$ cat config.mk
export PLATFORM = sky130hd
export DESIGN_NAME = nmi_arbiter_flat
export DESIGN_NICKNAME = d
export VERILOG_FILES = /design/src/rtl/nmi_arbiter_pkg.sv /design/src/rtl/nmi_arbiter_if.sv /design/src/rtl/nmi_arbiter_button_debounce.sv /design/src/rtl/nmi_arbiter.sv /design/src/flat_wrapper.sv
export SDC_FILE = /design/constraint.sdc
export NUM_CORES = 1
export LEC_CHECK = 0
export BUFFER_PORTS_ARGS = -buffer_cell sky130_fd_sc_hd__buf_4
export CAP_MARGIN = 10
export CORE_MARGIN = 4
export CORE_UTILIZATION = 48
export CTS_CLUSTER_SIZE = 25
export DETAILED_ROUTE_END_ITERATION = 8
export GPL_ROUTABILITY_DRIVEN = 0
export PLACE_DENSITY = 0.72
export SETUP_SLACK_MARGIN = 0.4
export SYNTH_ARGS = -nofsm -noshare
export SYNTH_HDL_FRONTEND = slang
export SYNTH_SLANG_ARGS = --single-unit
$ cat constraint.sdc
create_clock -name clk28 -period 1.6 [get_ports clk28]
set_input_delay 0.24 -clock clk28 [delete_from_list [all_inputs] [get_ports clk28]]
set_output_delay 0.24 -clock clk28 [all_outputs]
set_load 0.01 [all_outputs]
$ cat src/rtl/nmi_arbiter_pkg.sv
// Shared types and constants for the NMI arbiter: grant sources, FSM states,
// status-port address and status-byte bit positions.
package nmi_arbiter_pkg;

  typedef enum logic [1:0] {
    NMI_NONE  = 2'd0,
    NMI_MAGIC = 2'd1,
    NMI_DIV   = 2'd2,
    NMI_PAUSE = 2'd3
  } nmi_src_t;

  typedef enum logic [1:0] {
    ST_IDLE    = 2'd0,
    ST_ASSERT  = 2'd1,
    ST_SERVICE = 2'd2
  } arb_state_t;

  localparam logic [15:0] NMI_STATUS_PORT = 16'h0DFF;
  localparam logic [15:0] NMI_VECTOR      = 16'h0066;

  // Status byte layout: {0, pending[2:0], 0, timeout_flag, nmi_cause[1:0]}
  localparam int ST_CAUSE_LSB   = 0;
  localparam int ST_CAUSE_MSB   = 1;
  localparam int ST_TIMEOUT_BIT = 2;
  localparam int ST_PEND_LSB    = 4;
  localparam int ST_PEND_MSB    = 6;

  localparam int WR_ACK_BIT    = 0;
  localparam int WR_TO_CLR_BIT = 2;

  // pending bit 0 = magic, 1 = div, 2 = pause; lowest index wins
  function automatic nmi_src_t pick_source(input logic [2:0] pend);
    if (pend[0])      return NMI_MAGIC;
    else if (pend[1]) return NMI_DIV;
    else if (pend[2]) return NMI_PAUSE;
    else              return NMI_NONE;
  endfunction

  function automatic logic [2:0] src_mask(input nmi_src_t src);
    case (src)
      NMI_MAGIC: return 3'b001;
      NMI_DIV:   return 3'b010;
      NMI_PAUSE: return 3'b100;
      default:   return 3'b000;
    endcase
  endfunction

endpackage

$ cat src/rtl/nmi_arbiter_if.sv
// Z80 bus view used by the NMI arbiter: fetch/IO strobes, address and write data.
interface nmi_arbiter_if;
  logic        mreq;
  logic        m1;
  logic        rd;
  logic        wr;
  logic        ioreq;
  logic [15:0] a;
  logic [7:0]  d;

  modport master (output mreq, m1, rd, wr, ioreq, a, d);
  modport slave  (input  mreq, m1, rd, wr, ioreq, a, d);
endinterface

$ cat src/rtl/nmi_arbiter_button_debounce.sv
// Two-flop synchronizer plus stability counter; out follows in once the
// synchronized level has differed from out for 2^W-1 consecutive cycles.
module button_debounce #(
  parameter int W = 16
) (
  input  logic clk28,
  input  logic rst_n,
  input  logic in,
  output logic out
);

  // cnt counts differing cycles already seen; the 2^W-1th one flips out
  localparam logic [W-1:0] CNT_LAST = {{(W-1){1'b1}}, 1'b0};

  logic         sync1;
  logic         sync2;
  logic [W-1:0] cnt;

  always_ff @(posedge clk28 or negedge rst_n) begin
    if (!rst_n) begin
      sync1 <= 1'b0;
      sync2 <= 1'b0;
      out   <= 1'b0;
      cnt   <= '0;
    end else begin
      sync1 <= in;
      sync2 <= sync1;
      if (sync2 == out) begin
        cnt <= '0;
      end else if (cnt == CNT_LAST) begin
        out <= sync2;
        cnt <= '0;
      end else begin
        cnt <= cnt + W'(1);
      end
    end
  end

endmodule

$ cat src/rtl/nmi_arbiter.sv
// Debounces magic/div/pause buttons and arbitrates them onto Z80 /NMI.
// Optional ASSERT timeout enabled by defining NMI_ARBITER_TIMEOUT_EN.
//   state      | meaning
//   ST_IDLE    | /NMI released, waiting for a pending source and a frame edge
//   ST_ASSERT  | /NMI low, waiting for the CPU to fetch 0x0066
//   ST_SERVICE | /NMI released, grant locked until the status-port ack write
module nmi_arbiter
  import nmi_arbiter_pkg::*;
#(
  parameter int DEBOUNCE_W     = 16,
  parameter int TIMEOUT_FRAMES = 4
) (
  input  logic         clk28,
  input  logic         rst_n,
  nmi_arbiter_if.slave bus,
  input  logic         n_int,
  input  logic         n_int_next,
  input  logic         magic_map,
  input  logic         magic_button,
  input  logic         div_button,
  input  logic         pause_button,
  output logic         n_nmi,
  output logic [1:0]   nmi_cause,
  output logic [7:0]   d_out,
  output logic         d_out_active
);

  arb_state_t state, state_nx;
  nmi_src_t   cause_q, cause_nx;
  logic       n_nmi_nx;
  logic [2:0] btn_raw, deb, deb_q, rise;
  logic [2:0] pending, pending_nx, clr_mask;
  logic       timeout_flag, tflag_nx;
  logic       frame_edge, port_sel, rd_sel, wr_sel, ack, to_clr, fetch, to_hit;

  assign btn_raw = {pause_button, div_button, magic_button};

  for (genvar gi = 0; gi < 3; gi++) begin : g_deb
    button_debounce #(.W(DEBOUNCE_W)) u_deb (
      .clk28 (clk28),
      .rst_n (rst_n),
      .in    (btn_raw[gi]),
      .out   (deb[gi])
    );
  end

  assign rise       = deb & ~deb_q;
  assign frame_edge = n_int & ~n_int_next;
  assign port_sel   = magic_map & bus.ioreq & (bus.a == NMI_STATUS_PORT);
  assign rd_sel     = port_sel & bus.rd;
  assign wr_sel     = port_sel & bus.wr;
  assign ack        = wr_sel & bus.d[WR_ACK_BIT];
  assign to_clr     = wr_sel & bus.d[WR_TO_CLR_BIT];
  assign fetch      = bus.m1 & bus.mreq & (bus.a == NMI_VECTOR);

  logic unused_bus;
  assign unused_bus = ^{bus.d[7:3], bus.d[1]};

`ifdef NMI_ARBITER_TIMEOUT_EN
  localparam logic [2:0] TO_LAST = 3'(TIMEOUT_FRAMES - 1);
  logic [2:0] frame_cnt;

  // held at zero outside ASSERT, so every entry starts a fresh count
  always_ff @(posedge clk28 or negedge rst_n) begin
    if (!rst_n)                      frame_cnt <= '0;
    else if (state != ST_ASSERT)     frame_cnt <= '0;
    else if (frame_edge && !fetch)   frame_cnt <= frame_cnt + 3'd1;
  end

  assign to_hit = (state == ST_ASSERT) && frame_edge && (frame_cnt == TO_LAST);
`else
  logic [31:0] unused_timeout_cfg;
  assign unused_timeout_cfg = 32'(TIMEOUT_FRAMES);
  assign to_hit = 1'b0;
`endif

  always_comb begin
    state_nx = state;
    cause_nx = cause_q;
    n_nmi_nx = n_nmi;
    clr_mask = '0;
    case (state)
      ST_IDLE: begin
        if (frame_edge && (|pending)) begin
          cause_nx = pick_source(pending);
          n_nmi_nx = 1'b0;
          state_nx = ST_ASSERT;
        end
      end
      ST_ASSERT: begin
        if (fetch) begin
          n_nmi_nx = 1'b1;
          clr_mask = src_mask(cause_q);
          state_nx = ST_SERVICE;
        end else if (to_hit) begin
          n_nmi_nx = 1'b1;
          clr_mask = src_mask(cause_q);
          cause_nx = NMI_NONE;
          state_nx = ST_IDLE;
        end
      end
      ST_SERVICE: begin
        n_nmi_nx = 1'b1;
        if (ack) begin
          cause_nx = NMI_NONE;
          state_nx = ST_IDLE;
        end
      end
      default: begin
        n_nmi_nx = 1'b1;
        cause_nx = NMI_NONE;
        state_nx = ST_IDLE;
      end
    endcase

    // a fetch in the same cycle as a fresh press still retires the request
    pending_nx = (pending | rise) & ~clr_mask;
    tflag_nx   = to_hit ? 1'b1 : (to_clr ? 1'b0 : timeout_flag);
  end

  always_ff @(posedge clk28 or negedge rst_n) begin
    if (!rst_n) begin
      state        <= ST_IDLE;
      cause_q      <= NMI_NONE;
      n_nmi        <= 1'b1;
      pending      <= '0;
      deb_q        <= '0;
      timeout_flag <= 1'b0;
      d_out_active <= 1'b0;
    end else begin
      state        <= state_nx;
      cause_q      <= cause_nx;
      n_nmi        <= n_nmi_nx;
      pending      <= pending_nx;
      deb_q        <= deb;
      timeout_flag <= tflag_nx;
      d_out_active <= rd_sel;
    end
  end

  assign nmi_cause = cause_q;

  always_comb begin
    d_out = '0;
    d_out[ST_CAUSE_MSB:ST_CAUSE_LSB] = cause_q;
    d_out[ST_TIMEOUT_BIT]            = timeout_flag;
    d_out[ST_PEND_MSB:ST_PEND_LSB]   = pending;
  end

endmodule
$ cat src/flat_wrapper.sv
// flat-port wrapper written by rule: the top's interface ports become plain ports
module nmi_arbiter_flat import nmi_arbiter_pkg::*;
#(
  parameter int DEBOUNCE_W     = 16,
  parameter int TIMEOUT_FRAMES = 4
)
  (clk28, rst_n, n_int, n_int_next, magic_map, magic_button, div_button, pause_button, n_nmi, nmi_cause, d_out, d_out_active, bus_mreq, bus_m1, bus_rd, bus_wr, bus_ioreq, bus_a, bus_d);
  nmi_arbiter_if bus_i ();
  input  logic clk28;
  input  logic rst_n;
  input  logic n_int;
  input  logic n_int_next;
  input  logic magic_map;
  input  logic magic_button;
  input  logic div_button;
  input  logic pause_button;
  output logic n_nmi;
  output logic [1:0] nmi_cause;
  output logic [7:0] d_out;
  output logic d_out_active;
  input wire logic [$bits(bus_i.mreq)-1:0] bus_mreq;
  input wire logic [$bits(bus_i.m1)-1:0] bus_m1;
  input wire logic [$bits(bus_i.rd)-1:0] bus_rd;
  input wire logic [$bits(bus_i.wr)-1:0] bus_wr;
  input wire logic [$bits(bus_i.ioreq)-1:0] bus_ioreq;
  input wire logic [$bits(bus_i.a)-1:0] bus_a;
  input wire logic [$bits(bus_i.d)-1:0] bus_d;
  assign bus_i.mreq = bus_mreq;
  assign bus_i.m1 = bus_m1;
  assign bus_i.rd = bus_rd;
  assign bus_i.wr = bus_wr;
  assign bus_i.ioreq = bus_ioreq;
  assign bus_i.a = bus_a;
  assign bus_i.d = bus_d;
  nmi_arbiter #(.DEBOUNCE_W(DEBOUNCE_W), .TIMEOUT_FRAMES(TIMEOUT_FRAMES)) u_core (.clk28(clk28), .rst_n(rst_n), .bus(bus_i), .n_int(n_int), .n_int_next(n_int_next), .magic_map(magic_map), .magic_button(magic_button), .div_button(div_button), .pause_button(pause_button), .n_nmi(n_nmi), .nmi_cause(nmi_cause), .d_out(d_out), .d_out_active(d_out_active));
endmodule
==> run summary <==
The TritonCTS clock tree is done. The worst setup path is captured at a flip-flop. Setup violations remaining at the end of the flow were counted as 4. The cell row count came out at 29.

The number of storage elements in the synthesis netlist is just under 70. The wire length after detailed routing came out at just over 8000 um. The clock slew at the register clock pins of the worst setup and hold paths is around 0.07 ns.

The logic depth of the worst register-to-register path is 4. In this run, the number of DRC markers left after iteration 0 of detailed routing was around 110. TritonCTS created 9 clock buffers. The finished layout cell area came out at about 5000 um2. The latest clock arrival within the worst-skew pair came out at between 0.3 and 0.4 ns.

The initial core utilization is 0.503. Entering global routing, the biggest net connects 70 pins. The wire-length estimate of the detail-placed layout is around 4500 um. The floorplan die area came out at between 8000 and 9000 um2. The data arrival time at the worst-slack endpoint came out at between 1.5 and 2 ns.

The number of warnings issued by yosys is 0. The area inside the core boundary came out at ~6500 um2. The sum of internal, switching and leakage power is 3910 uW.

The mapped cell area came out at about 3300 um2. The total iterations of the first detailed-routing run came out at 4. The tightest min-delay check is of the input pin to flip-flop type.

The number of global-route vias before repair is 2634. The peak supply drop is between 0.4 and 0.5 mV. The post-route clock skew came out at 0.00972 ns. The first global-routing pass estimated 12000 um of wire. The number of diodes added for antenna fixing is 0.

The count of boundary I/O pins came out at about 50. The number of instances in the synthesized netlist came out at roughly 330. The die is 90.5 um tall. In this run the tool buffered the top-level ports with 38 buffer cells. Leaving out fill and tap cells, the most frequent cell in the layout is buf_4.

In the post-synthesis netlist, the biggest area contributors are dfrtp_1 (52%), xnor2_1 (9.1%), nor2_1 (6.8%). The fraction of final layout cells with drive strength greater than 1 came out at 0.478. In this run the most critical hold path is launched from bus_rd. Setup total negative slack on the finished layout was measured at -0.118 ns. The endpoint identified for the worst register-to-register timing path is u_core.g_deb[2].u_deb.out. The final-report hold violation count came out at 0.

The die is around 91 um wide. The post-layout minimum cycle time came out at between 1.5 and 2 ns. The H-tree depth is 3. The initial antenna violation count came to 0. The final setup slack of the worst path came out at -0.0556 ns. The worst hold margin is about 0.17 ns.

The data required time of the worst path is 1.83 ns. The run finished, with violations left. The critical path class is flip-flop to flip-flop. The number of nets in the layout is roughly 480. The maximum achievable frequency is 0.604 GHz. The area share of the leading cell type in the synthesized netlist is 0.520. The period utilization is 1.03. The total number of clock tree sinks came out at 69.

Setup repair after global routing could not meet its margin everywhere. The clock passes through at most 2 buffers. The ratio of routed vias to standard cells is 5.35.

In the routed design, unresolved DRC markers number 0. The leakage power came out at between 0.002 and 0.0025 uW. The overflow left after global routing is 0. After filler insertion, the fill cell instance count of the layout stands at roughly 390. For this run, the share of the core covered by cells in the final layout is 0.766.

Max-cap violations in this run came to 0. The area growth from synthesis to final layout came out at 52.2%. The post-synthesis cell type count came out at 44. Dividing the detail-routed wire length by the instance count gives ~16 um.

The startpoint type of the worst setup path is a flip-flop. The final route contains 2749 vias. The cell area after placement is 3940 um2.

The remaining number of nets flagged by the antenna check after routing came out at 0. In this run the clock root is driven by a clkbuf_8. The synthesized area per cell came out at 9.94 um2.

The start point of the critical path is u_core.g_deb[2].u_deb.cnt[13]. The startpoint identified for the worst register-to-register timing path is u_core.g_deb[2].u_deb.cnt[13]. The biggest area contributor in the post-synthesis netlist is dfrtp_1. The number of pins with negative max-slew slack in the final report is 0. The final reports fail on setup timing. In the layout the commonest cells are buf_4 (78), dfrtp_1 (60), xnor2_1 (34). In this run the worst setup path terminates at u_core.g_deb[2].u_deb.out.

The aggregate global-route resource usage came out at 0.178. The power density over the cells is 786 nW/um2. For flop-to-flop paths, the worst setup slack is -0.06 ns. The sequential area share after synthesis came out at 0.529. Of all nets on the critical path, the largest fanout is 6.
registers in the layout (all words and copies together) (netlist names):
signal                    count
u_core.d_out_active           1
u_core.g_deb.u_deb.sync1      3
u_core.n_nmi                  1
u_core.g_deb.u_deb.sync2      3
u_core.nmi_cause              2
u_core.g_deb.u_deb.out        3
u_core.g_deb.u_deb.cnt       48
u_core.deb_q                  3
u_core.state                  2
u_core.pending                3
routing by layer:
metal  vias to the layer above  global-route usage  share of wire
li1                       1329                   -              -
met1                      1342               0.228           0.41
met2                        59               0.293           0.52
met3                        19              0.0567          0.040
met4                         0              0.0434          0.028
met5                         -                   0              0
logic make-up after synthesis:
family | synth area share
xor gates and xnor gates | 0.107
DFF | 0.529
adders and majority gates | 0.0230
other | 0.00115
muxes | 0.0134
AOI/OAI and AO/OA | 0.0501
buffers and inverters | 0.0390
and+or+nand+nor | 0.238
synthesized netlist by cell type, drive strengths merged:
cell     n
a21o     2
and3     2
a221oi   1
o31a     1
or4b     1
or4      2
nand3   17
nor3    13
a21oi    9
o22a     1
conb     1
ha       6
a21boi   1
dfstp    1
dfrtp   68
o21ai    5
a31oi    4
xnor2   34
or2      1
nor2b    1
nor2    59
or3      4
nor4    15
clkbuf   2
a311oi   1
nand2b   2
and2     2
o21bai   1
mux2i    1
inv     17
buf      8
nand3b   1
nand4   12
xor2     6
nor4b    3
mux2     3
and3b    1
nand2   20
where the power goes:
part | internal [uW] | switching, uW | total [uW] | leakage [uW]
registers | 1810 | 67.6 | 1870 | 0.000908
logic | 253 | 207 | 460 | 0.00101
clock network | 958 | 618 | 1580 | 0.000116
worst min-delay path by stage:
stage          slack, ns                      endpoint  cells after the start
4_1_cts             0.14           u_core.d_out_active                      2
5_1_grt             0.15           u_core.d_out_active                      2
3_3_place_gp        0.27  u_core.g_deb[2].u_deb.cnt[2]                      2
3_5_place_dp        0.28  u_core.g_deb[2].u_deb.cnt[0]                      2
2_1_floorplan      -0.06           u_core.d_out_active                      0
6_report            0.17           u_core.d_out_active                      2
through the flow:
step	cells	worst slack (ns)
floorplan	331	-0.0491
global placement	465	-0.0207
detailed placement	465	-0.0462
CTS	500	-0.00500
global route	514	-0.0986
finish	514	-0.0556
what timing repair did:
item | 4_1_cts | 5_1_grt
hold endpoints to repair | 71 | 0
gates resized for setup | 55 | 81
setup endpoints to repair | 62 | 66
pin swaps | 7 | 29
setup buffers | 15 | 14
hold buffers | 4 | 0
area by class of cell:
| cell class | instances | area [um2] | area share |
|---|---|---|---|
| Multi-Input combinational cell | 235 | 1990 | 0.399 |
| Sequential cell | 69 | 1740 | 0.349 |
| Timing Repair Buffer | 100 | 863 | 0.173 |
| Clock buffer | 12 | 155 | 0.0312 |
| Tap cell | 77 | 96.3 | 0.0194 |
| Clock inverter | 4 | 70.1 | 0.0141 |
| Inverter | 17 | 66.3 | 0.0133 |
worst max-delay path: stages, from the launching register on:
cell and delay (ns):
dfrtp_1 0.42, nand2_1 0.07, or4_4 0.60, nor2_4 0.14, mux2_4 0.31
No activity file was read; power rests on OpenSTA's default activity.
